**src/rtl/multi_debouncer.sv**
```systemverilog
// multi_debouncer: N-channel debouncer for button and sensor inputs.
// Each channel has a 2-FF synchroniser and a 4-state confirm FSM. The FSM
// produces a clean level plus one-cycle press and release pulses.
// Optional long-press detection is enabled by defining the macro
// MULTI_DEBOUNCER_LONGPRESS_EN. When the macro is undefined, long_pulse is
// tied low and the counter is only wide enough for STABLE_CYCLES.
module multi_debouncer #(
  parameter int N_CH          = 4,
  parameter int STABLE_CYCLES = 8_000_000,
  parameter int HOLD_CYCLES   = 40_000_000
) (
  input  logic            clk,
  input  logic            reset,
  input  logic [N_CH-1:0] button,
  output logic [N_CH-1:0] level,
  output logic [N_CH-1:0] press_pulse,
  output logic [N_CH-1:0] release_pulse,
  output logic [N_CH-1:0] long_pulse,
  output logic            any_press
);

`ifdef MULTI_DEBOUNCER_LONGPRESS_EN
  // The counter is shared by stable confirmation and hold timing, so it is
  // sized for the larger of the two.
  localparam int CNT_MAX = (HOLD_CYCLES > STABLE_CYCLES) ? HOLD_CYCLES : STABLE_CYCLES;
`else
  localparam int CNT_MAX = STABLE_CYCLES;
`endif
  // The extra bit lets the hold counter park one past HOLD_CYCLES-1.
  localparam int CNT_W = $clog2(CNT_MAX) + 1;

  localparam logic [CNT_W-1:0] STABLE_LAST = CNT_W'(STABLE_CYCLES - 1);
  localparam logic [CNT_W-1:0] CNT_ONE     = CNT_W'(1);
`ifdef MULTI_DEBOUNCER_LONGPRESS_EN
  localparam logic [CNT_W-1:0] HOLD_LAST   = CNT_W'(HOLD_CYCLES - 1);
  localparam logic [CNT_W-1:0] HOLD_DONE   = CNT_W'(HOLD_CYCLES);
`endif

  // Reject nonsensical configurations at elaboration time.
  if ((N_CH < 1) || (STABLE_CYCLES < 1) || (HOLD_CYCLES < 1)) begin : g_bad_params
    $error("multi_debouncer: N_CH, STABLE_CYCLES and HOLD_CYCLES must all be >= 1");
  end

  typedef enum logic [1:0] {
    ST_IDLE       = 2'd0,
    ST_CONF_PRESS = 2'd1,
    ST_PRESSED    = 2'd2,
    ST_CONF_REL   = 2'd3
  } state_t;

  logic [N_CH-1:0] sync1_reg;
  logic [N_CH-1:0] sync2_reg;
  logic [N_CH-1:0] press_next_vec;
  logic            any_press_reg;

  // Two-flop synchroniser; the channel FSMs only ever look at sync2_reg.
  always_ff @(posedge clk) begin
    if (reset) begin
      sync1_reg <= '0;
      sync2_reg <= '0;
    end else begin
      sync1_reg <= button;
      sync2_reg <= sync1_reg;
    end
  end

  genvar gi;
  generate
    for (gi = 0; gi < N_CH; gi++) begin : g_ch
      state_t           state_reg;
      state_t           state_next;
      logic [CNT_W-1:0] cnt_reg;
      logic [CNT_W-1:0] cnt_next;
      logic             level_reg;
      logic             level_next;
      logic             press_reg;
      logic             press_next;
      logic             release_reg;
      logic             release_next;
      logic             b_s;
`ifdef MULTI_DEBOUNCER_LONGPRESS_EN
      logic             long_reg;
      logic             long_next;
`endif

      assign b_s = sync2_reg[gi];

      // Channel state, counter and registered outputs.
      always_ff @(posedge clk) begin
        if (reset) begin
          state_reg   <= ST_IDLE;
          cnt_reg     <= '0;
          level_reg   <= 1'b0;
          press_reg   <= 1'b0;
          release_reg <= 1'b0;
`ifdef MULTI_DEBOUNCER_LONGPRESS_EN
          long_reg    <= 1'b0;
`endif
        end else begin
          state_reg   <= state_next;
          cnt_reg     <= cnt_next;
          level_reg   <= level_next;
          press_reg   <= press_next;
          release_reg <= release_next;
`ifdef MULTI_DEBOUNCER_LONGPRESS_EN
          long_reg    <= long_next;
`endif
        end
      end

      // Confirm FSM: a change is accepted only after STABLE_CYCLES equal samples.
      always_comb begin
        state_next   = state_reg;
        cnt_next     = cnt_reg;
        level_next   = level_reg;
        press_next   = 1'b0;
        release_next = 1'b0;
`ifdef MULTI_DEBOUNCER_LONGPRESS_EN
        long_next    = 1'b0;
`endif
        case (state_reg)
          ST_IDLE: begin
            if (b_s) begin
              state_next = ST_CONF_PRESS;
              cnt_next   = '0;
            end
          end
          ST_CONF_PRESS: begin
            if (!b_s) begin
              // Bounce: back to idle without any pulse.
              state_next = ST_IDLE;
            end else if (cnt_reg == STABLE_LAST) begin
              state_next = ST_PRESSED;
              level_next = 1'b1;
              press_next = 1'b1;
              cnt_next   = '0;
            end else begin
              cnt_next = cnt_reg + CNT_ONE;
            end
          end
          ST_PRESSED: begin
            if (!b_s) begin
              state_next = ST_CONF_REL;
              cnt_next   = '0;
            end
`ifdef MULTI_DEBOUNCER_LONGPRESS_EN
            else if (cnt_reg != HOLD_DONE) begin
              // The counter stops at HOLD_DONE, so the long pulse fires once per press.
              cnt_next  = cnt_reg + CNT_ONE;
              long_next = (cnt_reg == HOLD_LAST);
            end
`endif
          end
          ST_CONF_REL: begin
            if (b_s) begin
              // Release was a bounce: return to pressed and restart hold timing.
              state_next = ST_PRESSED;
              cnt_next   = '0;
            end else if (cnt_reg == STABLE_LAST) begin
              state_next   = ST_IDLE;
              level_next   = 1'b0;
              release_next = 1'b1;
              cnt_next     = '0;
            end else begin
              cnt_next = cnt_reg + CNT_ONE;
            end
          end
          default: begin
            state_next = ST_IDLE;
          end
        endcase
      end

      assign level[gi]          = level_reg;
      assign press_pulse[gi]    = press_reg;
      assign release_pulse[gi]  = release_reg;
      assign press_next_vec[gi] = press_next;
`ifdef MULTI_DEBOUNCER_LONGPRESS_EN
      assign long_pulse[gi]     = long_reg;
`endif
    end
  endgenerate

`ifndef MULTI_DEBOUNCER_LONGPRESS_EN
  assign long_pulse = '0;
`endif

  // Registered from the same next-state terms, so it lines up with press_pulse.
  always_ff @(posedge clk) begin
    if (reset) begin
      any_press_reg <= 1'b0;
    end else begin
      any_press_reg <= |press_next_vec;
    end
  end

  assign any_press = any_press_reg;

endmodule
```
**config.mk**
```make
export PLATFORM = sky130hd
export DESIGN_NAME = multi_debouncer
export DESIGN_NICKNAME = d
export VERILOG_FILES = /design/src/rtl/multi_debouncer.sv
export SDC_FILE = /design/constraint.sdc
export NUM_CORES = 1
export LEC_CHECK = 0
export BUFFER_PORTS_ARGS = -buffer_cell sky130_fd_sc_hd__buf_4
export CAP_MARGIN = 25
export CORE_UTILIZATION = 40
export DETAILED_ROUTE_END_ITERATION = 10
export PLACE_DENSITY_LB_ADDON = 0.3
export SYNTH_ARGS = -nofsm -noshare
export SYNTH_HDL_FRONTEND = slang
export SYNTH_SLANG_ARGS = --single-unit
```
**constraint.sdc**
```tcl
create_clock -name clk -period 2.4 [get_ports clk]
set_input_delay 0.12 -clock clk [delete_from_list [all_inputs] [get_ports clk]]
set_output_delay 0.12 -clock clk [all_outputs]
set_load 0.01 [all_outputs]
```
==> flow_summary_export.csv <==
group,metric,value,unit
sta,period_share,95.6,%
route,drt-vias-per-instance,5.38,
pwr,power_switching,0.00105,W
pwr,p_seq_share,42.5,%
final_layout,nets,757,
floorplan,dieHeight,126,µm
route,wire_per_inst,13.5,µm
yosys,syn-mean-instance-area,8.50,µm²
clock_tree,cts_resized,0,
grt,grt_max_degree,35,
setup_path,critPathArrivalTime,2600,ps
grt,grt_usage,17.4,%
grt,antenna_found_initial,0,
setup_path,worstPathMaxFanout,12,
sta,setup_violations,0,
final_layout,layoutNonFillerInstCount,944,
yosys,synth_edf_count,0,
job,maxCapViolations,0,
clock_tree,worstSkewPairLatency,420,ps
pwr,powerDensity,696,mW/mm²
sta,worstMarginPinSlew,603,ps
route,finalWirelength,12700,µm
yosys,ys_async_sr_fraction,0,%
yosys,synth_area_leaders,"dfxtp_1 41%, nor2_1 6.3%, xnor2_1 5.1%, xor2_1 5.0%, nand3_1 3.3%",
grt,overflow,0,
final_layout,largest_reg_flops,96,
clock_tree,cts_buffers,17,
route,first_iter_violations,373,
setup_path,path_class,"reg2reg",
yosys,yosysTopAreaCellShare,40.8,%
clock_tree,postCtsSetupBuffers,0,
setup_path,reg2reg_depth,5,
route,drc_errors,0,
floorplan,die_x,126,µm
sta,setup_ws,105,ps
floorplan,initial_core_util,41.6,%
final_layout,final_cell_mix,"125 x dfxtp_1, 103 x nor2_1, 54 x nand2_1, 44 x buf_4, 41 x nand3_1",
place,place_congestion,0.826,
setup_path,startpoint_type,"flip-flop",
sta,hold_viol,0,
yosys,synth_seq_area_share,40.8,%
min_path,min_path_cells,2,
floorplan,dieArea,0.0158,mm²
route,first_pass_iters,7,
status,status,"complete, no violations",
yosys,synthFlopType,"dfxtp_1",
sta,slew_headroom,59.8,%
route,num_vias,5081,
final_layout,fillCellCount,1380,
grt,grt_pass1_wl,22600,µm
min_path,hp-class,"in2reg",
sta,finClkSkew,7.53,ps
pwr,combPwrFrac,2.9,%
yosys,yosysTopAreaCell,"dfxtp_1",
clock_tree,cts_root_buffer,"clkbuf_16",
sta,rsz0062_at_grt,"no",
pwr,power.total,0.00496,W
sta,tns,0,ps
clock_tree,clk_pin_slew,50,ps
route,postRouteAntennaNets,0,
place,post-place-ws,131,ps
sta,min_period,2300,ps
yosys,yosysWarnings,0,
place,placedCellCount,908,
place,port_buffers,18,
yosys,syn_inst,721,
final_layout,final_common_cell,"dfxtp_1",
place,dp_hpwl,8950,µm
yosys,synth_area,0.00613,mm²
yosys,ys_ff_latch,125,
pwr,pwr-share-clk,54.6,%
sta,max_freq,436,MHz
final_layout,antenna_cells,0,
floorplan,num_io_pins,23,
pwr,swShare,21.1,%
setup_path,end_kind,"flip-flop",
pwr,peakVddDrop,0.000578,V
floorplan,core_area,0.0148,mm²
setup_path,cp.required,2710,ps
grt,grt_pass1_vias,4928,
pwr,p_int,0.00391,W
sta,drv_slew,0,
clock_tree,cts_htree_levels,4,
final_layout,drive_above_1_share,12.2,%
clock_tree,cts.sinks,125,
clock_tree,cts_buffer_depth,2,
floorplan,rows,44,
clock_tree,tritoncts,"done",
final_layout,syn2layout_area_growth,16.3,%
yosys,yosysUniqueCellTypes,68,
pwr,leakagePower,2.48,nW
sta,worst_hold_slack,89.8,ps
## path summary, 6_finish.rpt
path / from / to / slack (ps)
worst max-delay path: g_ch[1].cnt_reg[11]$_SDFFE_PP0P_ / g_ch[1].cnt_reg[18]$_SDFFE_PP0P_ / 100
worst min-delay path: reset / sync1_reg[1]$_SDFF_PP0_ / 90
worst max register to register: g_ch[1].cnt_reg[11]$_SDFFE_PP0P_ / g_ch[1].cnt_reg[18]$_SDFFE_PP0P_ / 100
worst min register to register: sync1_reg[2]$_SDFF_PP0_ / sync2_reg[2]$_SDFF_PP0_ / 450
## repair_timing
item                                   CTS  global route
hold buffers                             4             0
setup endpoints to repair                0             0
endpoints found under the hold margin    4             0
## cell usage after synthesis, types with 6 or more instances
master / n
dfxtp_1: 125
nor2_1: 103
nand2_1: 54
nand3_1: 41
xnor2_1: 36
xor2_1: 35
nand4_1: 27
nor3_1: 25
a21oi_1: 24
buf_4: 17
inv_1: 17
nor2b_1: 15
o21ai_0: 14
and3_1: 13
nor4_1: 13
and4_1: 12
buf_2: 12
clkbuf_1: 12
a31oi_1: 10
or4b_1: 10
and2_1: 8
mux2i_1: 7
o211ai_1: 6
or3_1: 6
or4_1: 6
## worst max-delay path, cell delays in order (launching register included)
cell	delay, ps
dfxtp_1	350
or4b_1	530
or4_1	540
o21ba_1	330
a21o_1	210
a22o_1	220
## area by class of cell
| class | instances | area [µm²] | share of cell area, % |
|---|---|---|---|
| Inverter | 18 | 67.6 | 0.948 |
| Multi-Input combinational cell | 536 | 3310 | 46.4 |
| Clock inverter | 14 | 191 | 2.68 |
| Tap cell | 184 | 230 | 3.23 |
| Timing Repair Buffer | 49 | 390 | 5.47 |
| Clock buffer | 18 | 439 | 6.16 |
| Sequential cell | 125 | 2500 | 35.1 |
## kinds of logic after synthesis
| kind of cell | share of synthesized area [%] |
|---|---|
| other cells | 0.0612 |
| fa+ha+maj | 0.816 |
| xor+xnor | 10.1 |
| compound gates | 9.04 |
| buf+inv | 5.39 |
| mux | 1.14 |
| flops | 40.8 |
| simple gates | 32.6 |
## stage by stage
stage / cell area, µm² / utilization [%]
finish: 7130 / 48.3
global placement: 6460 / 43.8
floorplan: 6140 / -
detailed placement: 6460 / 43.8
global route: 7130 / 48.3
CTS: 7130 / 48.3
## routing by layer
metal | global-route usage [%] | routed length, µm | vias up
met5 | 0 | 0 | -
met4 | 7.87 | 255 | 0
met3 | 4.46 | 440 | 28
met2 | 28.2 | 5960 | 102
met1 | 21.7 | 6090 | 2355
li1 | - | - | 2596
## power by group through the flow
stage / Combinational [W] / Clock, W / Sequential [W]
after floorplan: 0.000110 / 0 / 0.00215
after global routing: 0.000158 / 0.00287 / 0.00211
after global placement: 0.000135 / 0 / 0.00215
final: 0.000143 / 0.00271 / 0.00211
after detailed placement: 0.000138 / 0 / 0.00215
after CTS: 0.000144 / 0.00278 / 0.00211
No activity file was read; power rests on OpenSTA's default activity.
